===== src/rtl/pipelined_adder_pkg.sv =====
`timescale 1ns/1ps
`default_nettype none
// ============================================================================
//  Module      : pipelined_adder_pkg
//  Description : Shared defaults, operation-mode encoding and a small helper
//                for the segmented pipelined adder.
//  Contents    : DEFAULT_WIDTH / DEFAULT_SEG  - default operand/segment widths
//                OP_ADD / OP_SUB              - encoding of the 'sub' input
//                signed_ovf()                 - two's-complement overflow rule
//  Revision    : 1.0 - initial release
// ============================================================================
package pipelined_adder_pkg;

   localparam int DEFAULT_WIDTH = 32;
   localparam int DEFAULT_SEG   = 16;

   localparam logic OP_ADD = 1'b0;
   localparam logic OP_SUB = 1'b1;

   // Overflow when both addends share a sign and the result does not.
   // b_msb must already be the effective (possibly inverted) operand MSB.
   function automatic logic signed_ovf(input logic a_msb,
                                       input logic b_msb,
                                       input logic s_msb);
      return (a_msb == b_msb) && (s_msb != a_msb);
   endfunction

endpackage : pipelined_adder_pkg
`default_nettype wire


===== src/rtl/pipelined_adder_if.sv =====
`timescale 1ns/1ps
`default_nettype none
// ============================================================================
//  Module      : pipelined_adder_if
//  Description : Operand/result handshake bundle for pipelined_adder.
//  Signals     : in_valid/in_ready  - operand handshake
//                a, b, cin, sub     - operands, carry-in, add/subtract select
//                out_valid/out_ready- result handshake
//                sum, cout, ovf     - result, carry-out, signed overflow
//  Modports    : master - drives operands, consumes results
//                slave  - the adder itself
//  Revision    : 1.0 - initial release
// ============================================================================
interface pipelined_adder_if
   import pipelined_adder_pkg::*;
#(
   parameter int WIDTH = DEFAULT_WIDTH
) ();

   logic             in_valid;
   logic             in_ready;
   logic [WIDTH-1:0] a;
   logic [WIDTH-1:0] b;
   logic             cin;
   logic             sub;
   logic             out_valid;
   logic             out_ready;
   logic [WIDTH-1:0] sum;
   logic             cout;
   logic             ovf;

   modport master (
      output in_valid, a, b, cin, sub, out_ready,
      input  in_ready, out_valid, sum, cout, ovf
   );

   modport slave (
      input  in_valid, a, b, cin, sub, out_ready,
      output in_ready, out_valid, sum, cout, ovf
   );

endinterface : pipelined_adder_if
`default_nettype wire


===== src/rtl/pipelined_adder_adder_seg.sv =====
`timescale 1ns/1ps
`default_nettype none
// ============================================================================
//  Module      : adder_seg
//  Description : Combinational SEG-bit adder slice with carry-in/carry-out.
//  Ports       : a, b  [SEG] - segment operands
//                cin         - carry into the segment
//                sum   [SEG] - segment sum
//                cout        - carry out of the segment MSB
//  Revision    : 1.0 - initial release
// ============================================================================
module adder_seg
   import pipelined_adder_pkg::*;
#(
   parameter int SEG = DEFAULT_SEG
) (
   input  logic [SEG-1:0] a,
   input  logic [SEG-1:0] b,
   input  logic           cin,
   output logic [SEG-1:0] sum,
   output logic           cout
);

   assign {cout, sum} = {1'b0, a} + {1'b0, b} + {{SEG{1'b0}}, cin};

endmodule : adder_seg
`default_nettype wire


===== src/rtl/pipelined_adder.sv =====
`timescale 1ns/1ps
`default_nettype none
// ============================================================================
//  Module      : pipelined_adder
//  Description : WIDTH-bit add/subtract unit split into STAGES = WIDTH/SEG
//                carry-pipelined segments with valid/ready flow control.
//                Stage k adds operand segment k plus the carry from stage
//                k-1 and forwards the partial sum and operands onward.
//  Ports       : clk    - rising-edge clock
//                rst_n  - asynchronous active-low reset
//                bus    - pipelined_adder_if.slave (operands in, result out)
//  Revision    : 1.0 - initial release
// ============================================================================
module pipelined_adder
   import pipelined_adder_pkg::*;
#(
   parameter int WIDTH = DEFAULT_WIDTH,
   parameter int SEG   = DEFAULT_SEG
) (
   input  logic             clk,
   input  logic             rst_n,
   pipelined_adder_if.slave bus
);

   localparam int STAGES = WIDTH / SEG;

   if ((WIDTH % SEG) != 0) begin : g_bad_seg
      $error("pipelined_adder: WIDTH (%0d) must be a multiple of SEG (%0d)", WIDTH, SEG);
   end

   // Stage inputs: index 0 comes from the bus, index k from stage k-1.
   logic [WIDTH-1:0]            w_a_in [STAGES];
   logic [WIDTH-1:0]            w_b_in [STAGES];
   logic [WIDTH-1:0]            w_s_in [STAGES];
   logic [STAGES-1:0]           w_c_in;
   logic [STAGES-1:0]           w_v_in;
   logic [STAGES-1:0][SEG-1:0]  w_seg_sum;
   logic [STAGES-1:0]           w_seg_cout;
   logic                        w_advance;

   // Stage registers: operands (b already in effective form), partial sum,
   // carry out of the segment just added, and the valid bit.
   logic [WIDTH-1:0]            r_a [STAGES];
   logic [WIDTH-1:0]            r_b [STAGES];
   logic [WIDTH-1:0]            r_s [STAGES];
   logic [STAGES-1:0]           r_c;
   logic [STAGES-1:0]           r_v;

   // One global enable: the whole pipe moves together, so bubbles keep
   // their position and ordering is trivially preserved.
   assign w_advance = !r_v[STAGES-1] || bus.out_ready;

   always_comb begin
      // Subtraction is a + ~b + 1: invert b once at the entry and force the
      // initial carry; later stages see an ordinary addition.
      w_a_in[0] = bus.a;
      w_b_in[0] = (bus.sub == OP_SUB) ? ~bus.b : bus.b;
      w_c_in[0] = (bus.sub == OP_SUB) ? 1'b1 : bus.cin;
      w_s_in[0] = '0;
      w_v_in[0] = bus.in_valid;
      for (int k = 1; k < STAGES; k++) begin
         w_a_in[k] = r_a[k-1];
         w_b_in[k] = r_b[k-1];
         w_c_in[k] = r_c[k-1];
         w_s_in[k] = r_s[k-1];
         w_v_in[k] = r_v[k-1];
      end
   end

   for (genvar k = 0; k < STAGES; k++) begin : g_stage
      adder_seg #(
         .SEG (SEG)
      ) u_seg (
         .a    (w_a_in[k][k*SEG +: SEG]),
         .b    (w_b_in[k][k*SEG +: SEG]),
         .cin  (w_c_in[k]),
         .sum  (w_seg_sum[k]),
         .cout (w_seg_cout[k])
      );
   end

   always_ff @(posedge clk or negedge rst_n) begin
      if (!rst_n) begin
         r_v <= '0;
         r_c <= '0;
         for (int k = 0; k < STAGES; k++) begin
            r_a[k] <= '0;
            r_b[k] <= '0;
            r_s[k] <= '0;
         end
      end else if (w_advance) begin
         r_v <= w_v_in;
         r_c <= w_seg_cout;
         for (int k = 0; k < STAGES; k++) begin
            r_a[k]                 <= w_a_in[k];
            r_b[k]                 <= w_b_in[k];
            r_s[k]                 <= w_s_in[k];
            r_s[k][k*SEG +: SEG]   <= w_seg_sum[k];
         end
      end
   end

   // Outputs come straight from the last stage registers; only out_ready
   // reaches in_ready combinationally.
   assign bus.in_ready  = w_advance;
   assign bus.out_valid = r_v[STAGES-1];
   assign bus.sum       = r_s[STAGES-1];
   assign bus.cout      = r_c[STAGES-1];
   assign bus.ovf       = signed_ovf(r_a[STAGES-1][WIDTH-1],
                                     r_b[STAGES-1][WIDTH-1],
                                     r_s[STAGES-1][WIDTH-1]);

endmodule : pipelined_adder
`default_nettype wire


===== src/flat_wrapper.sv =====
// flat-port wrapper written by rule: the top's interface ports become plain ports
module pipelined_adder_flat import pipelined_adder_pkg::*;
#(
   parameter int WIDTH = DEFAULT_WIDTH,
   parameter int SEG   = DEFAULT_SEG
)
  (clk, rst_n, bus_in_valid, bus_a, bus_b, bus_cin, bus_sub, bus_out_ready, bus_in_ready, bus_out_valid, bus_sum, bus_cout, bus_ovf);
  pipelined_adder_if #(.WIDTH(WIDTH)) bus_i ();
  input  logic clk;
  input  logic rst_n;
  input wire logic [$bits(bus_i.in_valid)-1:0] bus_in_valid;
  input wire logic [$bits(bus_i.a)-1:0] bus_a;
  input wire logic [$bits(bus_i.b)-1:0] bus_b;
  input wire logic [$bits(bus_i.cin)-1:0] bus_cin;
  input wire logic [$bits(bus_i.sub)-1:0] bus_sub;
  input wire logic [$bits(bus_i.out_ready)-1:0] bus_out_ready;
  output wire logic [$bits(bus_i.in_ready)-1:0] bus_in_ready;
  output wire logic [$bits(bus_i.out_valid)-1:0] bus_out_valid;
  output wire logic [$bits(bus_i.sum)-1:0] bus_sum;
  output wire logic [$bits(bus_i.cout)-1:0] bus_cout;
  output wire logic [$bits(bus_i.ovf)-1:0] bus_ovf;
  assign bus_i.in_valid = bus_in_valid;
  assign bus_i.a = bus_a;
  assign bus_i.b = bus_b;
  assign bus_i.cin = bus_cin;
  assign bus_i.sub = bus_sub;
  assign bus_i.out_ready = bus_out_ready;
  assign bus_in_ready = bus_i.in_ready;
  assign bus_out_valid = bus_i.out_valid;
  assign bus_sum = bus_i.sum;
  assign bus_cout = bus_i.cout;
  assign bus_ovf = bus_i.ovf;
  pipelined_adder #(.WIDTH(WIDTH), .SEG(SEG)) u_core (.clk(clk), .rst_n(rst_n), .bus(bus_i));
endmodule

===== config.mk =====
export PLATFORM = sky130hd
export DESIGN_NAME = pipelined_adder_flat
export DESIGN_NICKNAME = d
export VERILOG_FILES = /design/src/rtl/pipelined_adder_pkg.sv /design/src/rtl/pipelined_adder_if.sv /design/src/rtl/pipelined_adder_adder_seg.sv /design/src/rtl/pipelined_adder.sv /design/src/flat_wrapper.sv
export SDC_FILE = /design/constraint.sdc
export NUM_CORES = 1
export LEC_CHECK = 0
export ABC_AREA = 1
export CORE_AREA = 2 2 144 76
export DETAILED_ROUTE_END_ITERATION = 12
export DIE_AREA = 0 0 146 78
export PLACE_DENSITY = 0.86
export SETUP_SLACK_MARGIN = 0.5
export SKIP_CTS_REPAIR_TIMING = 1
export SYNTH_ARGS = -nofsm -noshare
export SYNTH_HDL_FRONTEND = slang
export SYNTH_SLANG_ARGS = --single-unit

===== constraint.sdc =====
create_clock -name clk -period 5.71 [get_ports clk]
set_clock_uncertainty 0.15 [all_clocks]
set_input_delay 1.142 -clock clk [delete_from_list [all_inputs] [get_ports clk]]
set_output_delay 1.142 -clock clk [all_outputs]
set_load 0.02 [all_outputs]

==> metrics.txt, run 1 <==
DR pass1 iterations=5; FF-to-FF path depth=10; Seq/Total Area, Yosys=38.3%; Synth Area in Adders=8.10%; met3 WL=412 microns; delay-heaviest family, CP=buffers and inverters; mux cell area share after synthesis=0%; largest net degree at the start of global routing=107; CP peak stage delay=0.59 ns; PD cells=363 nW/um^2; Routed wire per std cell=12.1 microns; setup TNS=0 ns; clock tree buffer depth=2; most common cell after layout, fill and taps aside=nand2_1; Die ar.=11400 sq um; crit path max fanout=2; # diodes=0; xor/xnor share of the synthesized area=6.07%; nature of the critical path endpoint=output pin; die width=146 microns; post-synthesis compound-gate area fraction=4.69%; post-placement cell area=6520 sq um; register bit count reported by yosys=86; syn avg cell area=7.26 sq um; Rows=26; Warnings, synthesis=0; final hold viol count=0; Post-Syn Nets=879; Final Cycle Share=63.6%; commonest cells after routing, fill and taps aside=326 x nand2_1, 103 x clkdlybuf4s50_1, 86 x dfrtp_1; total congestion overflow=0; Hold Path Stages=2; CTS clk-pin slew, worst paths=0.06 ns; min cycle time layout=3.63 ns; Routed Antenna Nets=0; crit path cell chain=clkdlybuf4s50_1, nor2_4, inv_2, clkdlybuf4s50_1; gp weighted congestion=0.864; max_cap viols=0; crit path kind=in -> out; metal1 wirelength=5340 microns; DR top layer=met4; initial antenna violation count=0; Post-Synth Simple-Gate Area=31.1%; met2 wire len=6000 microns; main combinational cell family by area after synthesis=simple AND/OR/NAND/NOR gates; H-tree Lvls=3; number of global-route vias before repair=4514; vias after detailed routing=4785; PortBufs=105; nets=944; final slew viol count=0; Worst Hold Class=reg -> reg; cell area after layout=6820 sq um; final number of setup-violating endpoints=0; ratio of cells with drive above 1 in the final layout=4.26%; crit path max-delay cell type=clkdlybuf4s50_1; fmax=0.275 GHz; FILL cells=877; maximum VDD drop=167 uV; mapped cell area=5630 sq um; Post-synth EDFFs=0; Main synth FF type=dfrtp_1; outcome=finished clean; Root Buffer=clkbuf_16; worst path buffer plus inverter count=3; area grow syn2layout=21.2%; RSZ-0062 raised after global routing=false; Final HPWL DP=8580 microns; Ports=106; first-pass GRT wire length=20500 microns; critical path depth=4; # clock sinks=86; leakage power=3.55 nW; Starting Density=56.1%; core area=10000 sq um; # DRC=0; relative slew slack=30.4%; final WL=11900 microns; worst-skew pair later-pin latency=0.34 ns; total power=0.00247 W; Die H=78 microns; Cells after Synth=775; crit path DAT=2.34 ns; required arrival time at the worst endpoint=4.42 ns; asr flop ratio synth=100%; worst slew pin tran=1.04 ns; CTS tree=done; CP Launch Type=primary input; clock buffer count from CTS=9; Unique masters post-synth=29; Via density=4.86; CP most frequent cell=clkdlybuf4s50_1; gr usage total=22.1%; drt first-iter violations=327
-- cells in the mapped netlist (2+ instances only) --
| library cell | instances | share of area (%) |
|---|---|---|
| nand2_1 | 326 | 22 |
| nor3_1 | 6 | 0.53 |
| inv_1 | 83 | 5.5 |
| nand3_1 | 36 | 3.2 |
| buf_2 | 12 | 1.1 |
| or2_2 | 2 | 0.22 |
| or2_1 | 2 | 0.22 |
| o21ai_1 | 2 | 0.18 |
| nand2_2 | 7 | 0.78 |
| or2_0 | 4 | 0.44 |
| ha_1 | 30 | 6.7 |
| dfrtp_1 | 86 | 38 |
| o21ai_0 | 30 | 2.7 |
| a21oi_1 | 18 | 1.6 |
| nor2_1 | 30 | 2.0 |
| nand3b_1 | 5 | 0.67 |
| fa_1 | 4 | 1.4 |
| xor2_1 | 16 | 2.5 |
| nand4_1 | 2 | 0.22 |
| xnor2_1 | 23 | 3.6 |
| nand3_2 | 3 | 0.53 |
| clkbuf_1 | 7 | 0.47 |
| buf_4 | 35 | 4.7 |
-- kinds of logic after synthesis --
group	Yosys count
buffers and inverters	138
XOR/XNOR	39
flip-flops	86
adder cells (fa/ha/maj)	34
AND/OR/NAND/NOR	426
AO/OA/AOI/OAI	52
-- stage by stage --
step	setup slack [ns]	std cells	hold slack [ns]	utilization (%)
3_5_place_dp	2.08	969	0.288	65.0
4_1_cts	2.07	985	0.304	68.1
5_1_grt	2.04	985	0.343	68.1
3_3_place_gp	2.09	969	0.279	65.0
6_report	2.08	985	0.304	68.1
2_1_floorplan	2.48	775	0.270	-
-- layer usage --
layer | vias up | global-route usage, %
li1 | 2480 | -
met1 | 2192 | 26.9
met2 | 97 | 40.5
met3 | 16 | 4.41
met4 | 0 | 6.12
met5 | - | 0
-- sequential cells by signal (all words and copies together), names as in the netlist --
register,count
u_core.r_v,2
u_core.r_c,2
u_core.r_a,17
u_core.bus.sum,32
u_core.r_b,17
u_core.r_s,16
-- power by group --
| group | internal (W) | switching (W) | leakage (nW) | total, W |
|---|---|---|---|---|
| Clock | 0.000360 | 0.000226 | 0.152 | 0.000587 |
| Combinational | 0.000441 | 0.000578 | 2.37 | 0.00102 |
| Sequential | 0.000773 | 0.0000960 | 1.03 | 0.000869 |
| Total | 0.00157 | 0.000900 | 3.55 | 0.00247 |
-- path summary, 6_finish.rpt --
| check | slack, ns | endpoint | start |
|---|---|---|---|
| worst max-delay path | 2.08 | bus_in_ready | bus_out_ready |
| worst min-delay path | 0.30 | u_core.r_v[1] | u_core.r_v[0] |
| worst max register to register | 3.42 | u_core.bus.sum[30] | u_core.r_a[48] |
| worst min register to register | 0.30 | u_core.r_v[1] | u_core.r_v[0] |
| max in group asynchronous | 3.90 | u_core.bus.sum[18] | rst_n |
| min in group asynchronous | 0.84 | u_core.r_s[32] | rst_n |
-- layout make-up --
class                   instances  area, sq um  share of cell area (%)
clock buffers                  12          256                    3.76
multi-input cells             551         2810                    41.2
flip-flops and latches         86         2150                    31.6
inverters                      84          315                    4.62
well taps                     140          175                    2.57
clock inverters                 4         45.0                   0.661
repair buffers                108         1070                    15.6
-- worst reg2reg max path, cell delays in order (launching register included) --
cell and delay (ns):
dfrtp_1 0.40, fa_1 0.50, fa_1 0.42, nand2_2 0.11
nand2_2 0.06, nand3b_1 0.08, nand2_1 0.10, nand2_1 0.10
nand3_1 0.08, nand3_1 0.10, nand2_1 0.07
Note: power is estimated with default switching activity, not from simulation.
==> run 2, diff against run 1 <==
--- a/config.mk
+++ b/config.mk
@@ -6,10 +6,10 @@
 export NUM_CORES = 1
 export LEC_CHECK = 0
 export ABC_AREA = 1
-export CORE_AREA = 2 2 144 76
+export CORE_AREA = 2 2 157 82
 export DETAILED_ROUTE_END_ITERATION = 12
-export DIE_AREA = 0 0 146 78
-export PLACE_DENSITY = 0.86
+export DIE_AREA = 0 0 159 84
+export PLACE_DENSITY = 0.77
 export SETUP_SLACK_MARGIN = 0.5
 export SKIP_CTS_REPAIR_TIMING = 1
 export SYNTH_ARGS = -nofsm -noshare
==> constraint.sdc (replaced) <==
create_clock -name clk -period 3.1 [get_ports clk]
set_clock_uncertainty 0.15 [all_clocks]
set_input_delay 0.62 -clock clk [delete_from_list [all_inputs] [get_ports clk]]
set_output_delay 0.62 -clock clk [all_outputs]
set_load 0.02 [all_outputs]
==> metrics.txt, run 2 (synthesized netlist as in run 1, its figures left out) <==
PD cells=680 nW/um^2 (+87%); RSZ-0062 raised after global routing=false; final slew viol count=0 (unchanged); Routed wire per std cell=13.1 microns (+8.3%); # diodes=0 (unchanged); Final HPWL DP=9810 microns (+14%); crit path kind=in -> reg; first-pass GRT wire length=22100 microns (+7.8%); number of global-route vias before repair=4382 (-2.9%); largest net degree at the start of global routing=107 (unchanged); core area=12200 sq um (+22%); Worst Hold Class=in -> async; CTS clk-pin slew, worst paths=0.06 ns (about the same); ratio of cells with drive above 1 in the final layout=5.66% (+1.4 points); Via density=4.75 (-2.3%); Die H=84 microns (+7.7%); DR pass1 iterations=4 (-1); Min Hold Slack=0.121 ns (-0.183 ns); max_cap viols=0 (unchanged); PortBufs=105 (unchanged); total congestion overflow=0 (unchanged); Routed Antenna Nets=0 (unchanged); total power=0.00473 W (+91%); area grow syn2layout=23.8%; setup TNS=0 ns (unchanged); initial antenna violation count=0 (unchanged); vias after detailed routing=4834 (+1.0%); most common cell after layout, fill and taps aside=nand2_1; final number of setup-violating endpoints=0 (unchanged); Root Buffer=clkbuf_16; Final Cycle Share=80.2%; CP Launch Type=primary input; leakage power=3.61 nW (+1.6%); Die ar.=13400 sq um (+17%); maximum VDD drop=358 uV (+110%); required arrival time at the worst endpoint=3.12 ns (-1.30 ns); CP most frequent cell=fa_2; gr usage total=20.7% (-1.4 points); nature of the critical path endpoint=flip-flop; clock tree buffer depth=2 (unchanged); max FFs per register=32 (unchanged); crit path DAT=2.51 ns (+0.17 ns); Starting Density=46.1% (-10 points); commonest cells after routing, fill and taps aside=326 x nand2_1, 101 x clkdlybuf4s50_1, 86 x dfrtp_1; nets=947 (+0.32%); # DRC=0 (unchanged); crit path cell chain=clkdlybuf4s50_1, or2_4, fa_2, inv_2, fa_2, inv_1, nand3_1, nand3_2, buf_4, xnor2_1, o21ai_0; outcome=finished clean; worst slew pin tran=1.03 ns (-0.0152 ns); gp weighted congestion=0.919 (+6.4%); crit path max fanout=3 (+1); min cycle time layout=2.48 ns; Setup WS pre-CTS=0.192 ns (-1.88 ns); # clock sinks=86 (unchanged); relative slew slack=31.4% (+1.0 points); Ports=106 (unchanged); die width=159 microns (+8.9%); clock buffer count from CTS=9 (unchanged); crit path max-delay cell type=clkdlybuf4s50_1; CTS tree=done; fin worst setup slack=0.615 ns (-1.46 ns); worst-skew pair later-pin latency=0.33 ns (about the same); final WL=13300 microns (+12%); fmax=0.402 GHz; CP peak stage delay=0.40 ns (-0.19 ns); H-tree Lvls=3 (unchanged); drt first-iter violations=298 (-8.9%); final hold viol count=0 (unchanged); Rows=29 (+12%)
-- run 2: changes by cell type in the layout (fill, tap and decap cells not counted), moves of 2 or more --
cell / previous run / this run
buf_4: 4 / 6
clkdlybuf4s50_1: 103 / 101
clkinv_2: 3 / 1
dlymetal6s2s_1: 0 / 2
fa_1: 4 / 2
fa_2: 0 / 2
nand3_1: 36 / 32
nand3_2: 3 / 7
-- run 2: critical path: cells and delay by family --
| kind | cells | cell delay, ns |
|---|---|---|
| AND/OR/NAND/NOR | 3 | 0.40 |
| adder cells (fa/ha/maj) | 2 | 0.60 |
| XOR/XNOR | 1 | 0.12 |
| AO/OA/AOI/OAI | 1 | 0.08 |
| buffers and inverters | 4 | 0.69 |
-- run 2: power by group --
| group | internal, W | switching, W | total [W] |
|---|---|---|---|
| Combinational | 0.000823 | 0.00110 | 0.00192 |
| Clock | 0.000750 | 0.000449 | 0.00120 |
| Sequential | 0.00142 | 0.000190 | 0.00161 |
-- run 2: path summary, 6_finish.rpt --
check	start	to	slack (ns)	depth (start not counted)
worst max-delay path	bus_cin	u_core.r_s[36]	0.62	11
worst min-delay path	rst_n	u_core.bus.sum[21]	0.12	1
worst max register to register	u_core.r_a[48]	u_core.bus.sum[22]	0.77	9
worst min register to register	u_core.r_v[0]	u_core.r_v[1]	0.31	2
max in group asynchronous	rst_n	u_core.r_s[36]	2.04	2
min in group clk	u_core.r_v[0]	u_core.r_v[1]	0.31	2
-- run 2: cell type report --
cell class,count,area [sq um]
Multi-Input combinational cell,551,2840
Sequential cell,86,2150
Clock buffer,11,253
Tap cell,170,213
Clock inverter,5,81.3
Timing Repair Buffer,111,1110
Inverter,84,315
Fill cell,1168,5230
-- run 2: per-stage QoR --
stage / area (sq um) / instances / utilization, %
2_1_floorplan: 5650 / 775 / -
3_3_place_gp: 6590 / 1001 / 54.1
3_5_place_dp: 6590 / 1001 / 54.1
4_1_cts: 6930 / 1017 / 56.8
5_1_grt: 6960 / 1018 / 57.1
6_report: 6960 / 1018 / 57.1
-- run 2: metal layers --
layer	wire length [microns]	GRT usage [%]
met4	50	3.06
met3	1080	6.51
met2	4660	26.0
met5	0	0
met1	7530	34.0
==> run 3, diff against run 2 <==
==> constraint.sdc (replaced) <==
create_clock -name clk -period 2.05 [get_ports clk]
set_clock_uncertainty 0.15 [all_clocks]
set_input_delay 0.41 -clock clk [delete_from_list [all_inputs] [get_ports clk]]
set_output_delay 0.41 -clock clk [all_outputs]
set_load 0.02 [all_outputs]
==> metrics.txt, run 3 (synthesized netlist as in run 1, its figures left out) <==
Ports=106 (unchanged); Worst Hold Class=reg -> reg; relative slew slack=67.0% (+36 points); Die H=84 microns (unchanged); FILL cells=1007 (-14%); CTS tree=done; Routed wire per std cell=14.6 microns (+11%); initial antenna violation count=0 (unchanged); vias after detailed routing=5150 (+6.5%); crit path cell chain=fa_2, fa_2, nand2_2, nand2_2, nand3b_1, nand2_2, or2_0, nand3_1, nand2_1; CP Launch Type=flip-flop; core area=12200 sq um (unchanged); max FFs per register=32 (unchanged); final slew viol count=0 (unchanged); Min Hold Slack=0.316 ns (+0.196 ns); area grow syn2layout=44.1%; worst slew pin tran=0.494 ns (-0.535 ns); die width=159 microns (unchanged); final WL=15500 microns (+16%); nets=990 (+4.5%); total congestion overflow=0 (unchanged); drt first-iter violations=334 (+12%); most common cell after layout, fill and taps aside=nand2_1; first-pass GRT wire length=22500 microns (+2.0%); gp weighted congestion=0.907 (-1.4%); CP peak stage delay=0.41 ns (about the same); Final Cycle Share=104%; fmax=0.469 GHz; Via density=4.85 (+2.2%); final number of setup-violating endpoints=4 (+4); PD cells=944 nW/um^2 (+39%); number of global-route vias before repair=4569 (+4.3%); fin worst setup slack=-0.0813 ns (-0.697 ns); nature of the critical path endpoint=flip-flop; clock buffer count from CTS=9 (unchanged); Root Buffer=clkbuf_16; H-tree Lvls=3 (unchanged); required arrival time at the worst endpoint=2.13 ns (-0.99 ns); Core Util, Final=66.5% (+9.4 points); ratio of cells with drive above 1 in the final layout=27.2% (+22 points); clock tree buffer depth=2 (unchanged); Rows=29 (unchanged); # diodes=0 (unchanged); leakage power=4.40 nW (+22%); CP most frequent cell=nand2_2; worst-skew pair later-pin latency=0.34 ns (about the same); crit path DAT=2.21 ns (-0.30 ns); max_cap viols=0 (unchanged); min cycle time layout=2.13 ns; failing checks=negative setup slack; CP startpoint=u_core.r_b[48]; Setup WS pre-CTS=-0.629 ns (-0.821 ns); Routed Antenna Nets=0 (unchanged); # clock sinks=86 (unchanged); crit path max fanout=4 (+1); R2R Path Start=u_core.r_b[48]; crit path max-delay cell type=fa_2; final hold viol count=0 (unchanged); commonest cells after routing, fill and taps aside=264 x nand2_1, 85 x dfrtp_1, 69 x inv_1; crit path kind=reg -> reg; Final HPWL DP=10100 microns (+2.9%); outcome=complete, but fails checks; Die ar.=13400 sq um (unchanged); total power=0.00765 W (+62%); # DRC=0 (unchanged); gr usage total=20.9% (+0.22 points); Starting Density=46.1% (unchanged); PortBufs=105 (unchanged); maximum VDD drop=453 uV (+27%); largest net degree at the start of global routing=81 (-24%); worst hold start=u_core.r_v[0]; CTS clk-pin slew, worst paths=0.07 ns (about the same); RSZ-0062 raised after global routing=true; DR pass1 iterations=5 (+1)
run 3: cell count changes in the layout (fill, tap and decap cells not counted), moves of 8 or more:
cell / delta
nand2_1: -62
clkdlybuf4s50_1: -52
nand2_2: +48
dlymetal6s2s_1: +37
buf_4: +25
ha_1: -15
buf_6: +14
inv_1: -13
nand2_4: +13
clkbuf_2: +12
inv_2: +10
ha_2: +9
nand3_1: -9
nor2_1: -8
run 3: metal layers:
layer	global-route usage (%)	share of wire, %	vias up
li1	-	-	2573
met1	34.4	51	2385
met2	26.8	41	176
met3	5.61	7.2	16
met4	3.31	0.74	0
met5	0	0	-
run 3: power by group:
group          switching [W]  internal [W]  total [W]  leakage (nW)
clock network       0.000722      0.000952    0.00167         0.150
logic                0.00199       0.00153    0.00352          3.22
registers           0.000302       0.00215    0.00245          1.03
total                0.00302       0.00463    0.00765          4.40
run 3: path summary, 6_finish.rpt:
kind,endpoint,slack [ns],cells after the start
worst min register to register,u_core.r_v[1],0.32,2
max in group asynchronous,u_core.r_v[1],0.78,3
worst max-delay path,u_core.bus.sum[22],-0.08,9
min in group asynchronous,u_core.r_a[51],0.43,2
worst max register to register,u_core.bus.sum[22],-0.08,9
worst min-delay path,u_core.r_v[1],0.32,2
run 3: critical path, delay by kind of cell (launching register included):
family | cells | cell delay [ns]
adders and majority gates | 2 | 0.76
DFF | 1 | 0.40
and+or+nand+nor | 7 | 0.71
run 3: metrics by stage:
step	cells	TNS [ns]	area (sq um)
6_report	1061	-0.195	8110
5_1_grt	1061	-0.765	8110
4_1_cts	1036	-2.48	7130
3_5_place_dp	1020	-8.27	6830
3_3_place_gp	1020	-6.97	6830
2_1_floorplan	775	-1.85	5730
run 3: final cells by class:
| cell class | count | area (sq um) | area share [%] |
|---|---|---|---|
| Clock inverter | 7 | 71.3 | 0.880 |
| Sequential cell | 86 | 2150 | 26.6 |
| Timing Repair Buffer | 154 | 1600 | 19.7 |
| Clock buffer | 9 | 225 | 2.78 |
| Tap cell | 170 | 213 | 2.62 |
| Inverter | 84 | 323 | 3.98 |
| Multi-Input combinational cell | 551 | 3520 | 43.4 |
